File: src/rtl/spi_slave_rx_tx.sv
// Mode-0 SPI slave: pins oversampled in sys_clk, MSB-first receive into rx_data,
// MSB-first transmit of tx_data on spi_miso, single-cycle strobes toward user logic.
//
// state  | meaning
// IDLE   | synchronized CS high; SCLK edges ignored, spi_miso held 0
// ACTIVE | frame open; sample MOSI on SCLK rise, drive MISO on SCLK fall
module spi_slave_rx_tx #(
    parameter int DATA_W      = 8,
    parameter int SYNC_STAGES = 2
) (
    input  logic              sys_clk,
    input  logic              sys_rst_n,
    input  logic              spi_sclk,
    input  logic              spi_cs,
    input  logic              spi_mosi,
    output logic              spi_miso,
    input  logic [DATA_W-1:0] tx_data,
    output logic              tx_req,
    output logic [DATA_W-1:0] rx_data,
    output logic              rx_valid,
    output logic              busy,
    output logic              frame_done
);

    localparam int CNT_W  = (DATA_W > 1) ? $clog2(DATA_W) : 1;
    localparam int WARM_W = $clog2(SYNC_STAGES + 1);

    typedef enum logic {IDLE, ACTIVE} state_t;

    state_t state, state_nx;

    logic [SYNC_STAGES-1:0] sclk_sync, cs_sync, mosi_sync;
    logic                   sclk_d, cs_d;
    logic                   sclk_s, cs_s, mosi_s;
    logic                   sclk_rise, sclk_fall, cs_fall, cs_rise;

    logic [WARM_W-1:0]      warm_cnt;
    logic                   armed;

    logic [CNT_W-1:0]       bit_cnt;
    logic                   byte_done;
    logic [DATA_W-1:0]      rx_shift, tx_shift;
    logic                   rx_pend;

    logic                   do_load, do_sample, do_shift, do_end;

    always_ff @(posedge sys_clk or negedge sys_rst_n) begin
        if (!sys_rst_n) begin
            sclk_sync <= '0;
            cs_sync   <= '1;
            mosi_sync <= '0;
            sclk_d    <= 1'b0;
            cs_d      <= 1'b1;
        end else begin
            sclk_sync <= {sclk_sync[SYNC_STAGES-2:0], spi_sclk};
            cs_sync   <= {cs_sync[SYNC_STAGES-2:0], spi_cs};
            mosi_sync <= {mosi_sync[SYNC_STAGES-2:0], spi_mosi};
            sclk_d    <= sclk_s;
            cs_d      <= cs_s;
        end
    end

    assign sclk_s    = sclk_sync[SYNC_STAGES-1];
    assign cs_s      = cs_sync[SYNC_STAGES-1];
    assign mosi_s    = mosi_sync[SYNC_STAGES-1];
    assign sclk_rise = sclk_s & ~sclk_d;
    assign sclk_fall = ~sclk_s & sclk_d;
    assign cs_rise   = cs_s & ~cs_d;
    assign cs_fall   = armed & ~cs_s & cs_d;

    // A CS already low when reset releases must not look like a new frame:
    // only arm once the synchronizer holds real pin data and CS reads high.
    always_ff @(posedge sys_clk or negedge sys_rst_n) begin
        if (!sys_rst_n) begin
            warm_cnt <= '0;
            armed    <= 1'b0;
        end else if (warm_cnt != WARM_W'(SYNC_STAGES)) begin
            warm_cnt <= warm_cnt + 1'b1;
        end else if (cs_s) begin
            armed <= 1'b1;
        end
    end

    always_ff @(posedge sys_clk or negedge sys_rst_n) begin
        if (!sys_rst_n) state <= IDLE;
        else            state <= state_nx;
    end

    always_comb begin
        state_nx  = state;
        do_load   = 1'b0;
        do_sample = 1'b0;
        do_shift  = 1'b0;
        do_end    = 1'b0;
        case (state)
            IDLE: begin
                if (cs_fall) begin
                    state_nx = ACTIVE;
                    do_load  = 1'b1;
                end
            end
            ACTIVE: begin
                if (cs_rise) begin
                    state_nx = IDLE;
                    do_end   = 1'b1;
                end else if (sclk_rise) begin
                    do_sample = 1'b1;
                end else if (sclk_fall) begin
                    if (byte_done) do_load  = 1'b1;
                    else           do_shift = 1'b1;
                end
            end
            default: state_nx = IDLE;
        endcase
    end

    always_ff @(posedge sys_clk or negedge sys_rst_n) begin
        if (!sys_rst_n) begin
            bit_cnt    <= '0;
            byte_done  <= 1'b0;
            rx_shift   <= '0;
            tx_shift   <= '0;
            spi_miso   <= 1'b0;
            rx_data    <= '0;
            rx_pend    <= 1'b0;
            rx_valid   <= 1'b0;
            tx_req     <= 1'b0;
            frame_done <= 1'b0;
        end else begin
            rx_pend    <= 1'b0;
            rx_valid   <= rx_pend;
            tx_req     <= do_load;
            frame_done <= do_end;
            if (do_end) begin
                bit_cnt   <= '0;
                byte_done <= 1'b0;
                rx_shift  <= '0;
                spi_miso  <= 1'b0;
            end else if (do_load) begin
                bit_cnt   <= '0;
                byte_done <= 1'b0;
                tx_shift  <= tx_data << 1;
                spi_miso  <= tx_data[DATA_W-1];
            end else if (do_sample) begin
                rx_shift <= {rx_shift[DATA_W-2:0], mosi_s};
                if (bit_cnt == CNT_W'(DATA_W - 1)) begin
                    rx_data   <= {rx_shift[DATA_W-2:0], mosi_s};
                    rx_pend   <= 1'b1;
                    bit_cnt   <= '0;
                    byte_done <= 1'b1;
                end else begin
                    bit_cnt <= bit_cnt + 1'b1;
                end
            end else if (do_shift) begin
                spi_miso <= tx_shift[DATA_W-1];
                tx_shift <= {tx_shift[DATA_W-2:0], 1'b0};
            end
        end
    end

    assign busy = (state == ACTIVE);

endmodule

File: config.mk
export PLATFORM = sky130hd
export DESIGN_NAME = spi_slave_rx_tx
export DESIGN_NICKNAME = d
export VERILOG_FILES = /design/src/rtl/spi_slave_rx_tx.sv
export SDC_FILE = /design/constraint.sdc
export NUM_CORES = 1
export LEC_CHECK = 0
export ABC_AREA = 1
export CAP_MARGIN = 20
export CORE_MARGIN = 4
export CORE_UTILIZATION = 52
export CTS_CLUSTER_SIZE = 28
export DETAILED_ROUTE_END_ITERATION = 10
export GPL_ROUTABILITY_DRIVEN = 1
export MAX_ROUTING_LAYER = met4
export PLACE_DENSITY_LB_ADDON = 0.25
export REMOVE_ABC_BUFFERS = 1
export SYNTH_ARGS = -nofsm -noshare
export SYNTH_HDL_FRONTEND = slang
export SYNTH_SLANG_ARGS = --single-unit
File: constraint.sdc
create_clock -name sys_clk -period 1.6 [get_ports sys_clk]
set_input_delay 0.32 -clock sys_clk [delete_from_list [all_inputs] [get_ports sys_clk]]
set_output_delay 0.32 -clock sys_clk [all_outputs]
set_load 0.005 [all_outputs]
Yosys cells after proc, flatten, opt, wreduce, memory -nomap -nowiden
Index checks and enable logic that the tools add are counted.

operators by class
  add/sub/neg operators = 2
  eq/ne operators = 5
  muxes and demuxes = 40
  bitwise gates (word level) = 13
  reduce and logical (&&, ||, !) cells = 11

operator list
  operator                                       count
  2-to-1 mux 1 bit                               28
  2-to-1 mux 8 bit                               3
  2-to-1 mux 7 bit                               3
  2-to-1 mux 3 bit                               4
  nonzero test 3 bit                             3
  NOT 1 bit                                      8
  AND reduction 2 bit                            4
  bitwise AND 1 bit                              5
  != test 2 bit, second input constant           2
  one-hot mux 1 bit (2 select lines)             2
  AND reduction 4 bit                            1
  nonzero test 2 bit                             2
  adder 3 x 1 -> 3 bit, second input constant    1
  equality test 3 bit, second input constant     1
  != test 3 x 2 -> 1 bit, second input constant  1
  AND reduction 3 bit                            1
  adder 2 x 1 -> 2 bit, second input constant    1
  != test 2 x 1 -> 1 bit, second input constant  1

storage, ports and cells
  register bits after elaboration = 44
  input port bits = 13
  word-level logic and storage cells = 89

Depth between registers and ports, before layout
Gate-level depths: netlist of the first run.

  depth after elaboration = 10
  gate-level depth with buffers = 8
  gate-level depth less buffers = 8

Least setup slack after synthesis of the first run
OpenSTA, ideal clock, no wires.

  path kind = flip-flop to flip-flop
  start point = register cs_d
  end point = register rx_data[0]
  library setup time = 0.074 ns
  data arrival time = 1.184 ns
  path slack = 0.342 ns
  cell stages (with the launch flop) = 8
  path buffers = 1
  cells stage by stage = dfstp_2 inv_1 a21oi_4 nand2_2 inv_2 nand2_4 buf_6 o21ai_2

on the way
  cells in the longest elaborated chain, start to end = 6
  elaborated cells between the ends (all ways) = 13
  those cells by class = mux: 7; bitwise: 5; reduce/logical: 1

RTL lines
  what                                                                           RTL line  source
  start: declaration                                                             33        logic sclk_d, cs_d;
  start signal: assignment                                                       59        cs_d <= cs_s;
  NOT 1 bit                                                                      68        assign cs_rise = cs_s & ~cs_d;
  bitwise AND 1 bit                                                              68
  2-to-1 mux 1 bit                                                               103       if (cs_rise) begin
  one-hot mux 1 bit (2 select lines) / 2-to-1 mux 1 bit (equally long branches)  95        case (state)
  NOT 1 bit (no line)                                                            --
  AND reduction 4 bit (no line) *                                                --
  end signal: assignment                                                         147       rx_data <= {rx_shift[DATA_W-2:0], mosi_s};
  end: declaration                                                               19        output logic [DATA_W-1:0] rx_data,

Mark *: on every way between the ends. The rest lies on a longest branch, timed or not.
A chain may end at the register's enable or synchronous reset.

Final worst setup path of the first run
  start point = register rx_data[6]
  end point = output port rx_data[6]

No word-level cell between the ends.

==> flow_summary.toml, run 1 <==
[grt]
grt_pass1_vias = 1120
grt_pass1_wl_mm = 5.016
gr-total-overflow = 0
antenna_found_initial = 0
grt_usage_pct = 15.64
grt_max_degree = 44

[hold_path]
hold_path_class = "primary input to async pin"

[route]
drt-initial-drc-count = 68
vias_per_cell = 4.728
drt-total-wl_mm = 2.874
first_pass_iters = 4
remaining_drc_errors = 0
vias = 1163
wire_per_inst_um = 11.68
antenna_left = 0

[timing]
drv_slew = 0
worst_slew_pin_slew_ns = 0.5162
max-slew-margin-rel_pct = 65.58
clock_skew_ns = 0.02519
finalCritPeriodShare_pct = 96.57
tns_ns = 0
timing.final.ws_setup_ns = 0.05494
holdWs_ns = 0.02281
fmax_ghz = 0.6472
setup_viol = 0
rsz0062_at_grt = "false"
finalHoldViolCount = 0
fin_crit_ns = 1.545

[die]
coreArea_sq_um = 3128
start_util_pct = 55.80
io_pins = 26
rows = 20
fp.dieH_um = 65.94
die_area_sq_um = 4347
fp.dieW_um = 65.94

[clocking]
clk_path_buf_depth = 2
insertion_delay_ns = 0.35
cts_tree = "built"
numCtsBuffers = 5
ctsHoldBuffers = 0
cts_sinks = 43
path_clk_slew_ns = 0.13
h-tree-depth = 2
root_buffer = "clkbuf_4"

[critical_path]
crit_fanout = 2
setup.worst_path.class = "flop to output pin"
path_cells = "clkdlybuf4s50_1"
cp_slowest_stage_delay_ns = 0.51
start_kind = "flop"
crit_slowest_cell = "clkdlybuf4s50_1"
endpoint_kind = "output pin"
worst-endpoint-required_ns = 1.28
worstPathArrival_ns = 1.23
critical-path-top-delay-family = "buffers and inverters"
critPathBufInv = 1

[logic_synthesis]
synth.largest_area_cell = "dfrtp_1"
synth_ff_type = "dfrtp_1"
ys_warn_count = 0
synth_area_leaders = "dfrtp_1 (57%), nand2_1 (9.9%), dfstp_2 (4.5%)"
syn_area_per_cell_sq_um = 10.39
synthTopCellsByCount = "nand2_1 (46), dfrtp_1 (40), inv_1 (21), nand3_1 (13), o21ai_2 (8)"
ys_ff_latch = 43
synth_cell_types = 22
synth_edf_count = 0
ys_seq_area_share_pct = 61.86
ys_async_sr_fraction_pct = 100.0
netlist.area_leader.share_pct = 57.35
yosysMostFrequentCell = "nand2_1"
syn_inst = 168
netlist_area_sq_um = 1745

[pwr]
clkPwrFrac_pct = 27.7
p_leak_nw = 1.119
p_sw_w = 0.0006025
power-per-cell-area_nw_per_um2 = 1099
p_int_w = 0.001739
power_w = 0.002341
comb_power_share_pct = 17.0
swShare_pct = 25.73
peakVddDrop_mv = 0.8293
p_seq_share_pct = 55.3

[placement]
port_buffers = 25
pre_cts_ws_ns = 0.2232
dp_hpwl_mm = 2.086
place.gp.congestion = 1.009
dp_cells = 237

[final_layout]
n_antenna_cell = 0
fin_nets = 217
drive_above_1_share_pct = 15.84
final_cells = 246
syn2layout_area_growth_pct = 22.08

[run]
drv_cap = 0

[outcome]
status = "complete, no violations"
## flip-flops by register name, indices dropped and copies added, names as in the netlist, 2 cells and up
| name | flops |
|---|---|
| sclk_sync | 2 |
| cs_sync | 2 |
| rx_data | 8 |
| bit_cnt | 3 |
| mosi_sync | 2 |
| warm_cnt | 2 |
| rx_shift | 7 |
| tx_shift | 7 |
## metal layers
metal / track usage [%] / share of wire [%] / up-vias
met5: - / 0 / -
met4: 6.599 / 1.5 / 0
met3: 4.762 / 4.3 / 5
met2: 23.15 / 45 / 21
met1: 20.09 / 49 / 538
li1: - / - / 599
## cells in the final DEF, fill, tap and decap left out
cell	netlist	final
a21o_1	1	1
a21oi_4	1	1
buf_2	1	1
buf_4	0	4
bufinv_16	0	1
clkbuf_1	0	2
clkbuf_4	0	5
clkdlybuf4s50_1	0	21
dfrtp_1	40	40
dfstp_2	3	3
dlymetal6s2s_1	0	3
ha_1	3	3
inv_1	21	21
inv_2	3	3
nand2_1	46	46
nand2_2	2	2
nand2_4	2	2
nand3_1	13	13
nand3b_1	5	5
nand4_1	1	1
nor2_1	4	4
nor2_2	1	1
o21ai_0	2	2
o21ai_2	8	8
o21ai_4	1	1
o22ai_1	7	7
xnor2_1	1	1
## cell type report
class | instances | area (sq um)
Tap cell | 44 | 55.05
Multi-Input combinational cell | 98 | 548.0
Timing Repair Buffer | 29 | 282.8
Sequential cell | 43 | 1080
Inverter | 24 | 90.09
Clock inverter | 1 | 30.03
Fill cell | 269 | 997.2
Clock buffer | 7 | 45.04
## path summary, 6_finish.rpt
| path | start | to | slack (ns) | cells past startpoint |
|---|---|---|---|---|
| worst max-delay path | rx_data[6] | rx_data[6] | 0.05 | 1 |
| worst min register to register | cs_sync[0] | cs_sync[1] | 0.37 | 0 |
| min in group sys_clk | cs_sync[0] | cs_sync[1] | 0.37 | 0 |
| worst max register to register | cs_d | tx_shift[3] | 0.18 | 8 |
| max in group asynchronous | sys_rst_n | cs_sync[0] | 1.19 | 2 |
| worst min-delay path | sys_rst_n | rx_shift[2] | 0.02 | 2 |
## power groups by stage
stage,Clock [W],Sequential [W],Combinational (W)
global placement,0,0.00131,0.000377
finish,0.000649,0.00129,0.000399
floorplan,0,0.00129,0.000250
detailed placement,0,0.00131,0.000397
CTS,0.000667,0.00130,0.000398
global route,0.000719,0.00131,0.000457
## cell families after synthesis
logic type / share of synthesized area, %
buffers and inverters: 6.738
DFF: 61.86
AOI/OAI and AO/OA: 9.391
xor gates and xnor gates: 0.5019
adders and majority gates: 2.151
and+or+nand+nor: 19.36
## stage by stage
step	area, sq um	utilization [%]
after floorplan	1718	-
after global placement	2041	65.24
after detailed placement	2041	65.24
after CTS	2116	67.64
after global routing	2131	68.12
final	2131	68.12
## what timing repair did
action                     CTS  global route
setup buffers                0             1
resized for setup            0             3
hold endpoints to repair     0             0
setup endpoints to repair    0             4
## worst reg2reg max path, delay by kind of cell, from the launching register on
family	cells	cell delay, ns
flip-flops	1	0.55
AND/OR/NAND/NOR	6	0.49
buffers and inverters	2	0.28
Note: power is estimated with default switching activity, not from simulation.
==> inputs of run 2 (changes only) <==
--- a/config.mk
+++ b/config.mk
@@ -7,6 +7,7 @@
 export LEC_CHECK = 0
 export ABC_AREA = 1
 export CAP_MARGIN = 20
+export CORE_ASPECT_RATIO = 0.75
 export CORE_MARGIN = 4
 export CORE_UTILIZATION = 52
 export CTS_CLUSTER_SIZE = 28
==> flow_summary.toml, run 2 (synthesis gave the netlist of run 1 again) <==
[grt]
grt_pass1_vias = 1144
grtUsageMet3_pct = 5.373
grt_max_degree = 44
grt_pass1_wl_mm = 5.292
grt_util_met1_pct = 21.63
antenna_found_initial = 0
grt.busiest_layer = "met2"
gr-total-overflow = 0
grtUsageMet2_pct = 24.19
grt_usage_pct = 17.13

[pwr]
p_leak_nw = 1.083
peakVddDrop_mv = 0.8458
power_w = 0.002543
power-per-cell-area_nw_per_um2 = 1182

[route]
drt-initial-drc-count = 63
wire_per_inst_um = 12.78
vias_per_cell = 5.096
first_pass_iters = 5
antenna_left = 0
remaining_drc_errors = 0
drt-total-wl_mm = 3.054
vias = 1218

[final_layout]
multi_input_area_sq_um = 548.0
largest_reg_flops = 8
largest_register = "rx_data"
regArea_sq_um = 1080
final_common_cell = "nand2_1"
n_antenna_cell = 0
reg.largest.list = "rx_data: 8 flops, rx_shift: 7 flops, tx_shift: 7 flops"
syn2layout_area_growth_pct = 23.23
final_cells = 239
fin_nets = 216
fillers = 233
fin_util_pct = 69.74
final_cell_mix = "nand2_1 (46), dfrtp_1 (40), clkdlybuf4s50_1 (24)"
drive_above_1_share_pct = 16.42

[clocking]
cts_resized = 0
ctsHoldBuffers = 0
clk_path_buf_depth = 2
cts_setup_buffers = 0
insertion_delay_ns = 0.30
h-tree-depth = 2
numCtsBuffers = 5
cts_tree = "built"
cts_sinks = 43
root_buffer = "clkbuf_8"
path_clk_slew_ns = 0.08

[placement]
port_buffers = 25
place.gp.congestion = 0.8026
dp_cells = 231
dp_hpwl_mm = 2.199

[die]
fp.dieW_um = 74.90
coreArea_sq_um = 3084
fp.dieH_um = 58.18
die_area_sq_um = 4357
rows = 17
start_util_pct = 56.59
io_pins = 26

[timing]
max-slew-margin-rel_pct = 64.77
clock_skew_ns = 0.006030
tns_ns = 0
finalHoldViolCount = 0
setup_viol = 0
fmax_ghz = 0.6535
rsz0062_at_grt = "false"
finalCritPeriodShare_pct = 95.64
drv_slew = 0
fin_crit_ns = 1.530
holdWs_ns = 0.07579
worst_slew_pin_slew_ns = 0.5284

[critical_path]
r2r_start = "cs_sync[1]"
worstPathArrival_ns = 1.21
r2r_cells = 7
critical-path-top-delay-family = "buffers and inverters"
r2r_end = "tx_shift[5]"
r2r_slack_ns = 0.16
endpoint_kind = "output pin"
start_kind = "flop"
crit_fanout = 3
worst-endpoint-required_ns = 1.28
critPathBufInv = 1
crit_slowest_cell = "clkdlybuf4s50_1"
path_cells = "clkdlybuf4s50_1"
cp_slowest_stage_delay_ns = 0.52
setup.worst_path.class = "flop to output pin"

[outcome]
status = "complete, no violations"

[hold_path]
hold_path_class = "primary input to async pin"

[run]
drv_cap = 0
[run 2: final cells by class]
cell class                 count  share of cell area (%)
clock buffer                   6                   3.839
clock inverter                 2                   1.629
inverter                      24                   4.188
multi-input combinational     98                   25.48
sequential                    43                   50.20
tap                           38                   2.211
timing repair buffer          28                   12.45
[run 2: layer usage]
metal | vias to the layer above | share of wire (%)
li1 | 598 | -
met1 | 581 | 45
met2 | 31 | 46
met3 | 8 | 5.5
met4 | 0 | 3.1
met5 | - | 0
[run 2: power by group]
group | internal, W | switching [W] | leakage (nW)
Sequential | 0.00122 | 0.0000674 | 0.553
Clock | 0.000505 | 0.000355 | 0.0612
Combinational | 0.000183 | 0.000212 | 0.470
[run 2: worst max-delay path by stage]
| stage | end | slack [ns] | start | cells after the start |
|---|---|---|---|---|
| 6_report | busy | 0.07 | busy | 1 |
| 5_1_grt | busy | 0.01 | busy | 1 |
| 4_1_cts | busy | 0.06 | busy | 1 |
| 3_5_place_dp | rx_data[5] | 0.17 | cs_d | 7 |
| 3_3_place_gp | rx_data[4] | 0.23 | cs_d | 7 |
| 2_1_floorplan | bit_cnt[0] | 0.21 | cs_sync[1] | 6 |
[run 2: stage by stage]
step           cell area (sq um)  setup slack, ns
3_3_place_gp                2033           0.2295
5_1_grt                     2151          0.01243
3_5_place_dp                2033           0.1698
6_report                    2151          0.06976
4_1_cts                     2151          0.06290
2_1_floorplan               1718           0.2110
